--- config.mk ---
export PLATFORM = sky130hd
export DESIGN_NAME = pcf8591_dac_sequencer
export DESIGN_NICKNAME = d
export VERILOG_FILES = /design/src/rtl/pcf8591_pkg.sv /design/src/rtl/sample_fifo.sv /design/src/rtl/pcf8591_dac_sequencer.sv
export SDC_FILE = /design/constraint.sdc
export NUM_CORES = 1
export LEC_CHECK = 0
export ABC_CLOCK_PERIOD_IN_PS = 6600
export CORE_AREA = 10 10 78 80
export DETAILED_ROUTE_END_ITERATION = 8
export DIE_AREA = 0 0 88 90
export PLACE_DENSITY = 0.76
export SKIP_LAST_GASP = 1
export SYNTH_ARGS = -nofsm -noshare
export SYNTH_HDL_FRONTEND = slang
export SYNTH_SLANG_ARGS = --single-unit
--- constraint.sdc ---
create_clock -name clk -period 6.6 [get_ports clk]
set_input_delay 0.66 -clock clk [delete_from_list [all_inputs] [get_ports clk]]
set_output_delay 0.66 -clock clk [all_outputs]
set_load 0.005 [all_outputs]
--- src/rtl/pcf8591_pkg.sv ---
// Shared encodings and constants for the PCF8591 DAC byte sequencer.
// Holds the sequencer state enum, address nibble, default control byte and FIFO sizing.
package pcf8591_pkg;

  typedef enum logic [1:0] {
    ST_ADDR = 2'd0,
    ST_CTRL = 2'd1,
    ST_DATA = 2'd2
  } seq_state_t;

  localparam logic [3:0] ADDR_NIBBLE       = 4'b1001;
  localparam logic [7:0] DEFAULT_CTRL_BYTE = 8'h40;
  localparam int         FIFO_DEPTH        = 4;
  localparam int         FIFO_PTR_W        = $clog2(FIFO_DEPTH);
  localparam int         FIFO_CNT_W        = FIFO_PTR_W + 1;

  // Write-direction I2C address byte for a given A2..A0 strap.
  function automatic logic [7:0] addr_byte(input logic [2:0] dev_addr);
    return {ADDR_NIBBLE, dev_addr, 1'b0};
  endfunction

endpackage

--- src/rtl/sample_fifo.sv ---
// 4-entry byte FIFO for DAC samples; head is read combinationally, push/pop take effect on the edge.
// full is a registered flag so the upstream ready has no combinational path from push or pop.
module sample_fifo
  import pcf8591_pkg::*;
(
  input  logic                  clk,
  input  logic                  reset,
  input  logic                  push,
  input  logic [7:0]            push_data,
  input  logic                  pop,
  output logic [7:0]            pop_data,
  output logic                  full,
  output logic                  empty,
  output logic [FIFO_CNT_W-1:0] count
);

  logic [7:0]            mem [FIFO_DEPTH];
  logic [FIFO_PTR_W-1:0] wr_ptr;
  logic [FIFO_PTR_W-1:0] rd_ptr;
  logic [FIFO_CNT_W-1:0] count_q;
  logic [FIFO_CNT_W-1:0] count_d;
  logic                  full_q;

  always_comb begin
    count_d = count_q;
    case ({push, pop})
      2'b10:   count_d = count_q + 1'b1;
      2'b01:   count_d = count_q - 1'b1;
      default: count_d = count_q;
    endcase
  end

  // Pointers are exactly FIFO_PTR_W bits wide, so increments wrap modulo the depth.
  always_ff @(posedge clk or posedge reset) begin
    if (reset) begin
      wr_ptr  <= '0;
      rd_ptr  <= '0;
      count_q <= '0;
      full_q  <= 1'b0;
    end else begin
      if (push) wr_ptr <= wr_ptr + 1'b1;
      if (pop)  rd_ptr <= rd_ptr + 1'b1;
      count_q <= count_d;
      full_q  <= (count_d == FIFO_CNT_W'(FIFO_DEPTH));
    end
  end

  always_ff @(posedge clk) begin
    if (push) mem[wr_ptr] <= push_data;
  end

  assign pop_data = mem[rd_ptr];
  assign full     = full_q;
  assign empty    = (count_q == '0);
  assign count    = count_q;

endmodule

--- src/rtl/pcf8591_dac_sequencer.sv ---
// Feeds the I2C transmitter address, control byte, then buffered DAC samples, one byte per readyTransmit.
// writeWord moves only on readyTransmit; an empty buffer at a data slot holds the byte and flags underrun.
module pcf8591_dac_sequencer
  import pcf8591_pkg::*;
#(
  parameter logic [2:0] DEV_ADDR  = 3'b000,
  parameter logic [7:0] CTRL_BYTE = DEFAULT_CTRL_BYTE
) (
  input  logic       clk,
  input  logic       reset,
  input  logic [7:0] sample_data,
  input  logic       sample_valid,
  output logic       sample_ready,
  input  logic       readyTransmit,
  output logic [7:0] writeWord,
  output logic       underrun,
  output logic [7:0] underrun_count,
  output logic [1:0] seq_state
);

  seq_state_t            state_q;
  seq_state_t            state_d;
  logic [7:0]            word_q;
  logic [7:0]            word_d;
  logic                  underrun_q;
  logic [7:0]            underrun_cnt_q;
  logic                  data_slot;
  logic                  starve;
  logic                  fifo_push;
  logic                  fifo_pop;
  logic                  fifo_full;
  logic                  fifo_empty;
  logic [7:0]            fifo_head;
  logic [FIFO_CNT_W-1:0] fifo_count;

  assign sample_ready = !fifo_full;
  assign fifo_push    = sample_valid && sample_ready;
  assign fifo_pop     = data_slot && !fifo_empty;
  assign starve       = data_slot && (fifo_count == '0);

  sample_fifo u_fifo (
    .clk       (clk),
    .reset     (reset),
    .push      (fifo_push),
    .push_data (sample_data),
    .pop       (fifo_pop),
    .pop_data  (fifo_head),
    .full      (fifo_full),
    .empty     (fifo_empty),
    .count     (fifo_count)
  );

  always_ff @(posedge clk or posedge reset) begin
    if (reset) begin
      state_q        <= ST_ADDR;
      word_q         <= addr_byte(DEV_ADDR);
      underrun_q     <= 1'b0;
      underrun_cnt_q <= '0;
    end else begin
      state_q    <= state_d;
      word_q     <= word_d;
      underrun_q <= starve;
      if (starve && (underrun_cnt_q != 8'hFF)) underrun_cnt_q <= underrun_cnt_q + 1'b1;
    end
  end

  // ST_DATA never exits: the transmitter streams samples until reset.
  always_comb begin
    state_d = state_q;
    case (state_q)
      ST_ADDR: if (readyTransmit) state_d = ST_CTRL;
      ST_CTRL: if (readyTransmit) state_d = ST_DATA;
      ST_DATA: state_d = ST_DATA;
      default: state_d = ST_ADDR;
    endcase
  end

  always_comb begin
    data_slot = 1'b0;
    word_d    = word_q;
    case (state_q)
      ST_ADDR: if (readyTransmit) word_d = CTRL_BYTE;
      ST_CTRL, ST_DATA: begin
        data_slot = readyTransmit;
        if (readyTransmit && !fifo_empty) word_d = fifo_head;
      end
      default: word_d = addr_byte(DEV_ADDR);
    endcase
  end

  assign writeWord      = word_q;
  assign underrun       = underrun_q;
  assign underrun_count = underrun_cnt_q;
  assign seq_state      = state_q;

endmodule

# Word-level counts from Yosys, hierarchy flattened
# Memory sizes are Yosys's and may differ from the RTL's.
# Index checks and enable logic that the tools add are counted.
op_classes:
  addsub: 5
  n_div: 0
  n_lt_le_gt_ge: 0
  n_reduce_logical: 12
  n_mux: 10
  n_bitwise: 0
  n_eq_ne: 9
  mul: 0
  shifts: 0
op_table:
  columns: ["operator", "n"]
  rows:
  - ["$mux W8", 2]
  - ["$pmux W8 S2", 1]
  - ["$add A8 B1 Y8 const B", 1]
  - ["$ne A8 B8 Y1 const B", 1]
  - ["$ne A2 B2 Y1 const B", 3]
  - ["$pmux W2 S3", 1]
  - ["$pmux W3 S2", 1]
  - ["$logic_and A1 B1 Y1", 5]
  - ["$add A2 B1 Y2 const B", 2]
  - ["$eq A2 B1 Y1 const B", 2]
  - ["$eq A2 B2 Y1 const B", 2]
  - ["$mux W2", 2]
  - ["$reduce_and A2 Y1", 2]
  - ["$add A3 B1 Y3 const B", 1]
  - ["$eq A3 B3 Y1 const B", 1]
  - ["$logic_not A3 Y1", 1]
  - ["$mux W1", 3]
  - ["$sub A3 B1 Y3 const B", 1]
  - ["$logic_not A1 Y1", 2]
  - ["$logic_not A2 Y1", 1]
  - ["$reduce_or A2 Y1", 1]
word_totals:
  latch_bits: 0
  ramBits: 32
  memories: 1
  in_bits: 12
  elab_cells: 45
  rom_bits: 0
  register_bits: 27
  out_inout_bits: 20
mem_list:
  columns: ["memory", "words", "word_bits", "rd", "rd_clocked_by_memory_dff", "write_ports", "line_no", "rtl"]
  rows:
  - ["u_fifo.mem", 4, 8, 1, 0, 1, "sample_fifo.sv:17", "logic [7:0] mem [FIFO_DEPTH];"]

# Longest topological paths before layout
depth:
  word_depth: 7
  depth_mapped: 12
  mapped_depth_nobuf: 11

# Hierarchy
# Synthesis repeated with hierarchy kept, for this count alone.
hier_totals:
  cells_unflattened: 172
  area_unflattened_um2: 2603.7
modules_own_cells:
  columns: ["module", "instances", "area_per_inst_um2", "seq_area_each_um2", "cells_each"]
  rows:
  - ["sample_fifo", 1, 1591.5, 1161.1, 81]
  - ["pcf8591_dac_sequencer", 1, 1012.2, 478.0, 91]

# Worst setup path after synthesis
# Ideal clock, no wire load.
synth_timing:
  path_type: "flip-flop to flip-flop"
  startpoint: "register state_q[0] (netlist: seq_state[0])"
  endpoint: "register u_fifo.full_q (netlist: u_fifo.full)"
  arrival_ns: 2.317
  setup_ns: 0.088
  path_buffers: 1
  required_ns: 6.512
  synth_period_minus_slack_ns: 2.405
  path_stages_with_launch: 13
  setup_slack_ns: 4.195
  cell_sequence: "dfrtp_1 inv_1 ha_1 nand2_1 nor2b_4 buf_6 ha_1 inv_1 fa_1 xor2_1 nor2_1 xor2_1 nor3b_1"
synth_between:
  elab_chain_len: 7
  elab_cells_between_ends: 9
  cone_classes: "eq/ne: 5; mux: 2; reduce/logical: 2"
synth_lines:
  columns: ["item", "line_no", "rtl"]
  rows:
  - ["start: declaration", "pcf8591_dac_sequencer.sv:21", "seq_state_t state_q;"]
  - ["start signal: assignment", "pcf8591_dac_sequencer.sv:60", "state_q <= state_d;"]
  - ["$eq A2 B1 Y1 or $eq A2 B2 Y1 (tied branches)", "pcf8591_dac_sequencer.sv:81", "case (state_q)"]
  - ["$reduce_or A2 Y1 (*)", "pcf8591_dac_sequencer.sv:81", null]
  - ["$mux W1 (*)", "pcf8591_dac_sequencer.sv:81", null]
  - ["$logic_and A1 B1 Y1 (*)", "pcf8591_dac_sequencer.sv:38", "assign fifo_pop = data_slot && !fifo_empty;"]
  - ["via fifo_pop", "pcf8591_dac_sequencer.sv:30", "logic fifo_pop;"]
  - ["$eq A2 B1 Y1 or $eq A2 B2 Y1 (tied branches)", "sample_fifo.sv:26", "case ({push, pop})"]
  - ["$pmux W3 S2 (*)", "sample_fifo.sv:26", null]
  - ["via u_fifo.count_d[2]", "sample_fifo.sv:21", "logic [FIFO_CNT_W-1:0] count_d;"]
  - ["$eq A3 B3 Y1 (*)", "sample_fifo.sv:44", "full_q <= (count_d == FIFO_CNT_W'(FIFO_DEPTH));"]
  - ["end signal: assignment", "sample_fifo.sv:44", null]
  - ["end: declaration", "sample_fifo.sv:22", "logic full_q;"]
# The timed path passes the listed nets; every way through them passes the cells marked *.
# A chain may end at the register's enable or synchronous reset.

# Final worst setup path
layout_timing:
  startpoint: "register state_q[0] (netlist: seq_state[0])"
  endpoint: "register u_fifo.full_q (netlist: u_fifo.full)"
layout_between:
  elab_chain_len: 7
  elab_cells_between_ends: 9
  cone_classes: "eq/ne: 5; mux: 2; reduce/logical: 2"
layout_lines:
  columns: ["item", "line_no"]
  rows:
  - ["$eq A2 B1 Y1 or $eq A2 B2 Y1 (tied branches)", "pcf8591_dac_sequencer.sv:81"]
  - ["$reduce_or A2 Y1 (*)", "pcf8591_dac_sequencer.sv:81"]
  - ["$mux W1 (*)", "pcf8591_dac_sequencer.sv:81"]
  - ["$logic_and A1 B1 Y1 (*)", "pcf8591_dac_sequencer.sv:38"]
  - ["$eq A2 B1 Y1 or $eq A2 B2 Y1 (tied branches)", "sample_fifo.sv:26"]
  - ["$pmux W3 S2 (*)", "sample_fifo.sv:26"]
  - ["via u_fifo.count_d[2]", "sample_fifo.sv:21"]
  - ["$eq A3 B3 Y1 (*)", "sample_fifo.sv:44"]
# Marks and branches as above.

==> results.json <==
{
  "min_period_ns": 2.73,
  "drive_gt1_frac": 0.151,
  "critPathSlowestCell": "dfrtp_1",
  "core-area_um2": 4600,
  "p_leak_nw": 1.24,
  "row_count": 25,
  "max_stage_delay_ns": 0.41,
  "synth-main-ff-cell": "edfxtp_1",
  "die_x_um": 88,
  "path_clk_slew_ns": 0.06,
  "syn_avg_cell_area_um2": 15.5,
  "synthAdderAreaFrac": 0.0578,
  "cp-end-kind": "register",
  "crit_path_cell_trace": "inv_1 -> ha_1 -> nand2_1 -> nor2b_4 -> ha_1 -> inv_1 -> fa_1 -> xor2_1 -> nor2_1 -> xor2_1 -> nor3b_1",
  "fin_skew_ns": 0.00931,
  "clk_latency_ns": 0.33,
  "post_cts_buffers": 0,
  "cts.sinks": 59,
  "drt_iter0_markers": 76,
  "h-tree-depth": 3,
  "rsz0062_at_grt": "false",
  "initial_core_util": 0.546,
  "setup_tns_ns": 0,
  "grtUsageTotal": 0.131,
  "vias": 1454,
  "ys_ff_latch": 59,
  "final_antenna_net_count": 0,
  "arrival_ns": 2.97,
  "antennaDiodeCount": 0,
  "gp_congestion": 0.847,
  "drc": 0,
  "grt_pass1_vias": 1611,
  "clock.fmax_mhz": 366,
  "yosysWarnings": 0,
  "hold_viol": 0,
  "synth_area_leaders": "edfxtp_1 38%, dfrtp_1 25%, mux4_2 7.2%",
  "die-area_um2": 7920,
  "worstPathRequired_ns": 6.83,
  "outcome": "finished, final reports clean",
  "synth_top_family_by_area": "multiplexers",
  "fillers": 337,
  "hold_buffers": 0,
  "synthArstFlopShare": 0.458,
  "wl_mm": 4.88,
  "max_slew.worst_pin.slew_ns": 1.05,
  "syn_to_final_growth_pct": 21.7,
  "drv_slew": 0,
  "swShare": 0.320,
  "synth_top_area_frac": 0.383,
  "clkPwrFrac": 0.233,
  "grt_overflow_total": 0,
  "relSlewSlack": 0.302,
  "synthSimpleGateAreaFrac": 0.0808,
  "synth_edf_count": 32,
  "io_pins": 32,
  "synth_cells": 162,
  "synth_common_cells": "32 x edfxtp_1, 25 x dfrtp_1, 15 x inv_1",
  "portBuffers": 31,
  "path_max_fanout": 6,
  "synth.most_common_cell": "edfxtp_1",
  "p_per_area_nw_per_um2": 447,
  "hold_class": "reg -> reg",
  "chipHeight_um": 90,
  "cts_root_buf": "clkbuf_8",
  "cts_tree": "built",
  "synthesis.nets": 185,
  "hpwl_mm": 3.59,
  "p_total_mw": 1.37,
  "sequentialPowerShare": 0.431,
  "crit_type": "reg -> reg",
  "clk_path_buf_depth": 2,
  "setup-violations-final": 0,
  "irDropWorstVdd_mv": 0.259,
  "cap_violations": 0,
  "grt_max_degree": 28,
  "num-nets-final": 223,
  "synth_xor_area_frac": 0.0314,
  "cts.repair.resized": 0,
  "p_int_mw": 0.930,
  "viasPerCell": 5.61,
  "antenna_found_initial": 0,
  "ys_types": 35,
  "synth_area_um2": 2510,
  "synth_compound_area_frac": 0.0429,
  "pre_cts_ws_ns": 3.49,
  "wire_per_inst_um": 18.8,
  "synth_area_leader_cell": "edfxtp_1",
  "combinationalPowerShare": 0.336,
  "synth_mux_area_frac": 0.101,
  "grt_first_pass_wirelength_mm": 7.83,
  "start_kind": "register",
  "min_period_over_period": 0.414,
  "numCtsBuffers": 9,
  "yosysSeqAreaShare": 0.653,
  "fin_ws_ns": 3.87,
  "netSwitchingPower_mw": 0.438,
  "dr.pass1.iters": 4
}
sequential cells by signal (all words and copies together), names as in the netlist:
register	flops
u_fifo.mem	32
underrun_count	8
writeWord	8
u_fifo.count	3
seq_state	2
u_fifo.rd_ptr	2
u_fifo.wr_ptr	2
u_fifo.full	1
underrun	1
worst paths after layout:
path                                            from                      endpoint  slack (ns)  cells past startpoint
min reg2reg                u_fifo.count[2]$_DFF_PP0_     u_fifo.count[2]$_DFF_PP0_        0.50                      1
min                        u_fifo.count[2]$_DFF_PP0_     u_fifo.count[2]$_DFF_PP0_        0.50                      1
max                         seq_state[0]$_DFFE_PP0P_         u_fifo.full$_DFF_PP0_        3.87                     11
max in group asynchronous                      reset  u_fifo.wr_ptr[1]$_DFFE_PP0P_        5.08                      2
max reg2reg                 seq_state[0]$_DFFE_PP0P_         u_fifo.full$_DFF_PP0_        3.87                     11
min in group asynchronous                      reset      writeWord[3]$_DFFE_PP0P_        0.89                      2
layout make-up:
type                    count  area (um^2)  share of cell area
flip-flops and latches     59         1640               0.536
multi-input cells          84          788               0.258
repair buffers             31          310               0.102
clock buffers              11          141              0.0463
well taps                  54         67.6              0.0221
inverters                  15         56.3              0.0184
clock inverters             5         52.6              0.0172
worst max-delay path, delay by kind of cell, from the launching register on:
family | cells | cell delay (ns)
fa+ha+maj | 3 | 0.98
flops | 1 | 0.41
xor+xnor | 2 | 0.36
simple gates | 4 | 0.73
buf+inv | 2 | 0.16
metrics by stage:
stage	hold slack, ns	cells	area (um^2)	utilization
after detailed placement	0.493	243	2860	0.622
after global placement	0.467	243	2860	0.622
after floorplan	0.453	162	2510	-
final	0.500	259	3060	0.664
after global routing	0.541	259	3060	0.664
after CTS	0.503	259	3060	0.664
per-layer routing:
metal / global-route usage / share of wire
met5: 0 / 0
met4: 0.0758 / 0.019
met3: 0.0361 / 0.067
met2: 0.228 / 0.53
met1: 0.134 / 0.39
logic make-up (layout without fill, tap and decap cells):
| group | after synthesis | in the layout |
|---|---|---|
| compound gates | 15 | 15 |
| fa+ha+maj | 11 | 11 |
| flops | 59 | 59 |
| buf+inv | 19 | 62 |
| mux | 15 | 15 |
| simple gates | 34 | 34 |
| xor+xnor | 9 | 9 |
placed cells by master, fill, tap and decap left out:
master           count
and2_4               1
fa_1                 1
nor3_1               2
nand3_1              3
clkbuf_1             1
and2_1               4
o21ai_0              4
mux2_1               2
mux2_2               1
nand2b_1             2
nor2b_1              1
bufinv_16            1
clkinv_2             3
clkdlybuf4s50_1     31
a221o_1              2
clkinvlp_4           1
o21ai_2              1
nor2_1               3
ha_1                10
edfxtp_1            32
inv_1               15
a21oi_1              3
a22o_1               5
nand2_1              7
nand4_1              3
or3_4                1
nor3b_1              1
nor2_4               1
xor2_1               3
xnor2_1              6
dfstp_2              2
mux4_2               8
mux2i_1              4
and3_1               4
nor2b_4              1
clkbuf_8            10
dfrtp_1             25
power by group through the flow:
stage	clock [mW]	combinational, mW	sequential (mW)
6_report	0.319	0.459	0.589
3_5_place_dp	0	0.466	0.596
5_1_grt	0.343	0.509	0.603
2_1_floorplan	0	0.319	0.555
3_3_place_gp	0	0.428	0.585
4_1_cts	0.326	0.467	0.590
Power figures use the tool's default switching activity.
